<file path="config.mk">
export PLATFORM = sky130hd
export DESIGN_NAME = bcast_sched
export DESIGN_NICKNAME = d
export VERILOG_FILES = /design/src/rtl/bcast_sched_pkg.sv /design/src/rtl/bcast_sched_rr_arbiter.sv /design/src/rtl/bcast_sched.sv
export SDC_FILE = /design/constraint.sdc
export NUM_CORES = 1
export LEC_CHECK = 0
export BUFFER_PORTS_ARGS = -buffer_cell sky130_fd_sc_hd__buf_2
export CAP_MARGIN = 20
export CORE_UTILIZATION = 53
export CTS_CLUSTER_SIZE = 12
export DETAILED_ROUTE_END_ITERATION = 8
export HOLD_SLACK_MARGIN = 0.08
export MAX_ROUTING_LAYER = met4
export PLACE_DENSITY = 0.79
export SYNTH_ARGS = -nofsm -noshare
export SYNTH_HDL_FRONTEND = slang
export SYNTH_SLANG_ARGS = --single-unit
</file>
<file path="constraint.sdc">
create_clock -name clk -period 3 [get_ports clk]
set_clock_uncertainty 0.2 [all_clocks]
set_input_delay 0.6 -clock clk [delete_from_list [all_inputs] [get_ports clk]]
set_output_delay 0.6 -clock clk [all_outputs]
set_load 0.02 [all_outputs]
</file>
<file path="src/rtl/bcast_sched_pkg.sv">
// Shared types and sizing constants for the broadcast scheduler.
package bcast_sched_pkg;

  localparam int unsigned CH_NUM            = 4;
  localparam int unsigned BCAST_PIPE_LENGTH = 4;

  // Order FIFO fields are sized for the widest supported requester ID and tag.
  localparam int unsigned BSCHED_ID_W  = 8;
  localparam int unsigned BSCHED_TAG_W = 16;

  typedef enum logic {
    IDLE,
    ISSUE
  } bsched_state_t;

  typedef struct packed {
    logic [BSCHED_ID_W-1:0]  req_id;
    logic [BSCHED_TAG_W-1:0] tag;
  } bsched_ord_t;

endpackage

</file>
<file path="src/rtl/bcast_sched_rr_arbiter.sv">
// Round-robin arbiter: priority starts at the requester after the last winner.
module rr_arbiter #(
  parameter int unsigned N = 2
) (
  input  logic         clk,
  input  logic         rst_n,
  input  logic [N-1:0] req,
  input  logic         advance,
  output logic [N-1:0] grant
);

  localparam int unsigned PW = (N > 1) ? $clog2(N) : 1;

  logic [PW-1:0] ptr_q, ptr_d;
  logic [PW-1:0] idx;
  logic          found;

  always_comb begin
    grant = '0;
    ptr_d = ptr_q;
    idx   = '0;
    found = 1'b0;
    for (int unsigned i = 0; i < N; i++) begin
      idx = PW'((32'(ptr_q) + i) % N);
      if (!found && req[idx]) begin
        found      = 1'b1;
        grant[idx] = 1'b1;
        ptr_d      = PW'((32'(idx) + 1) % N);
      end
    end
    if (!advance) begin
      ptr_d = ptr_q;
    end
  end

  always_ff @(posedge clk) begin
    if (!rst_n) begin
      ptr_q <= '0;
    end else begin
      ptr_q <= ptr_d;
    end
  end

endmodule

</file>
<file path="src/rtl/bcast_sched.sv">
// Broadcast scheduler: arbitrates requests, issues them to channels, and returns
// in-order completions as the collector retires broadcasts.
module bcast_sched
  import bcast_sched_pkg::*;
#(
  parameter int unsigned REQ_NUM = 2,
  parameter int unsigned TAG_W   = 4
) (
  input  logic                            clk,
  input  logic                            rst_n,
  input  logic [REQ_NUM-1:0]              req_valid,
  output logic [REQ_NUM-1:0]              req_ready,
  input  logic [REQ_NUM-1:0][CH_NUM-1:0]  req_mask,
  input  logic [REQ_NUM-1:0][TAG_W-1:0]   req_tag,
  output logic [CH_NUM-1:0]               ch_issue_valid,
  input  logic [CH_NUM-1:0]               ch_issue_ready,
  output logic                            bcast_add,
  output logic [CH_NUM-1:0]               bcast_mask,
  input  logic                            bcast_pipe_full,
  input  logic                            bcast_resp,
  output logic                            bcast_pull,
  output logic                            cpl_valid,
  output logic [$clog2(REQ_NUM)-1:0]      cpl_req_id,
  output logic [TAG_W-1:0]                cpl_tag,
  input  logic                            cpl_ready
);

  localparam int unsigned ID_W  = $clog2(REQ_NUM);
  localparam int unsigned PTR_W = $clog2(BCAST_PIPE_LENGTH);
  localparam int unsigned CNT_W = PTR_W + 1;

  bsched_state_t     state_q, state_d;
  logic [CH_NUM-1:0] issue_mask_q, issue_mask_d;
  logic [CH_NUM-1:0] acc_q, acc_d;
  logic [CH_NUM-1:0] accepted;
  logic              issue_done;
  logic [CNT_W-1:0]  out_cnt_q, out_cnt_d;
  logic [PTR_W-1:0]  wr_ptr_q, rd_ptr_q;
  bsched_ord_t       fifo_q [BCAST_PIPE_LENGTH];
  bsched_ord_t       ord_in;
  bsched_ord_t       cpl_q;
  logic              cpl_valid_q;

  logic               grant_ok;
  logic [REQ_NUM-1:0] arb_req;
  logic [REQ_NUM-1:0] grant;
  logic [ID_W-1:0]    win_id;

  // out_cnt is registered, so a pull only frees a slot for the following cycle.
  assign grant_ok = rst_n && (state_q == IDLE) && !bcast_pipe_full &&
                    (out_cnt_q < CNT_W'(BCAST_PIPE_LENGTH));
  assign arb_req  = req_valid & {REQ_NUM{grant_ok}};

  rr_arbiter #(
    .N (REQ_NUM)
  ) u_arb (
    .clk     (clk),
    .rst_n   (rst_n),
    .req     (arb_req),
    .advance (bcast_add),
    .grant   (grant)
  );

  always_comb begin
    win_id = '0;
    for (int unsigned i = 0; i < REQ_NUM; i++) begin
      if (grant[i]) begin
        win_id = ID_W'(i);
      end
    end
  end

  assign req_ready  = grant;
  assign bcast_add  = |grant;
  assign bcast_mask = bcast_add ? req_mask[win_id] : '0;

  assign ord_in.req_id = BSCHED_ID_W'(win_id);
  assign ord_in.tag    = BSCHED_TAG_W'(req_tag[win_id]);

  assign ch_issue_valid = (state_q == ISSUE) ? (issue_mask_q & ~acc_q) : '0;
  assign accepted       = ch_issue_valid & ch_issue_ready;
  assign issue_done     = ((acc_q | accepted) == issue_mask_q);

  assign bcast_pull = rst_n && bcast_resp && (out_cnt_q != '0) && (!cpl_valid_q || cpl_ready);

  always_comb begin
    state_d      = state_q;
    issue_mask_d = issue_mask_q;
    acc_d        = acc_q;
    unique case (state_q)
      IDLE: begin
        if (bcast_add) begin
          state_d      = ISSUE;
          issue_mask_d = bcast_mask;
          acc_d        = '0;
        end
      end
      ISSUE: begin
        acc_d = acc_q | accepted;
        if (issue_done) begin
          state_d = IDLE;
        end
      end
      default: state_d = IDLE;
    endcase
  end

  always_comb begin
    out_cnt_d = out_cnt_q;
    unique case ({bcast_add, bcast_pull})
      2'b10:   out_cnt_d = out_cnt_q + 1'b1;
      2'b01:   out_cnt_d = out_cnt_q - 1'b1;
      default: out_cnt_d = out_cnt_q;
    endcase
  end

  always_ff @(posedge clk) begin
    if (!rst_n) begin
      state_q      <= IDLE;
      issue_mask_q <= '0;
      acc_q        <= '0;
      out_cnt_q    <= '0;
      wr_ptr_q     <= '0;
      rd_ptr_q     <= '0;
      cpl_q        <= '0;
      cpl_valid_q  <= 1'b0;
    end else begin
      state_q      <= state_d;
      issue_mask_q <= issue_mask_d;
      acc_q        <= acc_d;
      out_cnt_q    <= out_cnt_d;
      if (bcast_add) begin
        wr_ptr_q <= wr_ptr_q + 1'b1;
      end
      if (bcast_pull) begin
        rd_ptr_q    <= rd_ptr_q + 1'b1;
        cpl_q       <= fifo_q[rd_ptr_q];
        cpl_valid_q <= 1'b1;
      end else if (cpl_ready) begin
        cpl_valid_q <= 1'b0;
      end
    end
  end

  always_ff @(posedge clk) begin
    if (bcast_add) begin
      fifo_q[wr_ptr_q] <= ord_in;
    end
  end

  assign cpl_valid  = cpl_valid_q;
  assign cpl_req_id = ID_W'(cpl_q.req_id);
  assign cpl_tag    = TAG_W'(cpl_q.tag);

endmodule

</file>
==> reports/results.ini <==
[run_status]
status=finished clean

[yosys]
yosysTopAreaCell=edfxtp_1
synth_commonest_cells=nand2_1, dfxtp_1, edfxtp_1
synth_most_common_cell=nand2_1
synth_edf_count=20
yosysSeqAreaShare=0.550
syn_area_um2=1930
syn_area_per_cell_um2=11.1
yosys_warnings=0
synth-seq-cells=43
yosys-top-cells-area=edfxtp_1, dfxtp_1, nand2_1
synth-async-reset-ratio=0
syn_nets=206
ys_types=39
syn_inst=173
synth_top_area_frac=0.311
synthFlopType=dfxtp_1

[setup_path]
crit_arrival_ns=2.01
startpoint=state_q
worstSetupEndpoint=bcast_mask[0]
reg2regPathDepth=8
rr_startpoint=state_q
required_ns=2.20
reg2reg_slack_ns=0.60
r2r_end=out_cnt_q[2]
crit_fanout=15
startpoint_type=register
crit_path_end_kind=output port
path_class=register to output port

[routing]
wl_per_cell_um=14.2
ant_nets=0
wirelength_um=3770
drtIter0Drc=112
route.detailed.drc=0
first_pass_iters=4
dr_total_vias=1379
via_per_inst=5.18

[final_layout]
fin_util=0.664
drive_gt1_frac=0.305
seq_area_um2=1060
multi_input_area_um2=788
nets=252
area_growth_pct=17.6
antennaDiodeCount=0
final_cell_area_um2=2270
stdcell_count=266
fillCellCount=273

[sta]
fin_crit_ns=2.81
rsz0062_at_grt=no
fin_crit_sh=0.938
finalSetupViolCount=0
slew_violations=0
tightest_slew_ns=0.418
setup-tns-final_ns=0
hold_viol=0
layout_setup_ws_ns=0.187
max-slew-margin-rel=0.721
hold_ws_ns=0.254
fmax_mhz=355

[floorplan]
ios=45
start_util=0.564
row_count=21
fp.coreArea_um2=3420
die_area_um2=3880
die_h_um=62.3
dieWidth_um=62.3

[power_and_ir_drop]
p_per_area_nw_per_um2=515
p_total_mw=1.17
power_leakage_nw=0.950
peakVddDrop_uv=342

[flow_run]
cap_violations=0

[global_route]
track_usage=0.226
antenna_found_initial=0
grt_pass1_wl_um=6560
grt_pass1_vias=1406
grt.overflow.total=0
grt_max_degree=16

[clock_network]
tritoncts=done
cts.sinks=43
cts_buffers=5
clk_latency_ns=0.36
root_buffer=clkbuf_4
htreeDepth=2
cts_max_path_buffers=2
cts.clk_slew.worst_paths_ns=0.12
cts_hold_buf=0

[placed_design]
dpl.hpwl_um=2820
place_ws_ns=0.242
gp_congestion=0.786
place_area_um2=2190
io_buffers=44
dp.cells=258

[worst_hold_path]
hp-class=register to register

## worst max-delay path, cell delays in order, from the launching register on
cell and delay (ns):
dfxtp_2 0.43, or4b_4 0.56, a211oi_4 0.30, nand2_1 0.14
nand2_1 0.08, buf_2 0.16
## registers in the layout, summed over array words and instances (netlist names)
register / count
acc_q: 4
cpl_req_id: 1
cpl_tag: 4
cpl_valid: 1
fifo_q: 20
issue_mask_q: 4
out_cnt_q: 3
rd_ptr_q: 2
state_q: 1
u_arb.ptr_q: 1
wr_ptr_q: 2
## per-layer routing
layer,vias to the layer above,GRT usage,share of wire
met5,-,-,0
met4,0,0.0698,0.012
met3,5,0.0643,0.043
met2,28,0.354,0.49
met1,650,0.284,0.46
li1,696,-,-
## worst min path at each step
stage                                  to  depth (start not counted)        start  slack, ns
after floorplan               wr_ptr_q[1]                          2  wr_ptr_q[1]       0.27
after global placement         cpl_tag[1]                          2   cpl_tag[1]       0.23
after detailed placement       cpl_tag[1]                          2   cpl_tag[1]       0.24
after CTS                 issue_mask_q[1]                          3  req_mask[5]       0.25
after global routing      issue_mask_q[1]                          3  req_mask[5]       0.24
final                          cpl_tag[1]                          2   cpl_tag[1]       0.25
## final cells by class
class,instances,area share
multi-input cells,111,0.348
clock inverters,1,0.0132
clock buffers,7,0.0199
flip-flops and latches,43,0.469
well taps,46,0.0254
repair buffers,47,0.107
inverters,11,0.0182
## report_power, final
group / leakage [nW] / switching [mW] / total [mW] / internal [mW]
Clock: 0.0395 / 0.181 / 0.358 / 0.177
Combinational: 0.543 / 0.0823 / 0.148 / 0.0658
Sequential: 0.368 / 0.0225 / 0.661 / 0.639
Total: 0.950 / 0.286 / 1.17 / 0.882
## placed cells by master, fill, tap and decap left out, drive strengths merged
cell type,instances
buf,47
nand2,35
dfxtp,23
edfxtp,20
inv,11
nor2,10
o21ai,10
and2,8
clkbuf,7
mux4,5
ha,5
a211oi,5
nand3,4
a31oi,4
mux2,4
xor2,2
xnor2,2
o211ai,2
a22oi,2
a21boi,2
nor2b,1
o311ai,1
nor4b,1
o211a,1
or4b,1
or3,1
mux2i,1
a21oi,1
nor4,1
a41oi,1
fa,1
bufinv,1
## what timing repair did
item	CTS	global route
setup endpoints to repair	0	4
resized for setup	0	1
setup buffers	0	0
## cells by family (layout without fill, tap and decap cells)
family,after synthesis,in the layout,synth area share
simple gates,62,62,0.149
flops,43,43,0.550
compound gates,29,29,0.112
buf+inv,19,66,0.0409
mux,10,10,0.0870
fa+ha+maj,6,6,0.0428
xor+xnor,4,4,0.0182
No activity file was read; power rests on OpenSTA's default activity.
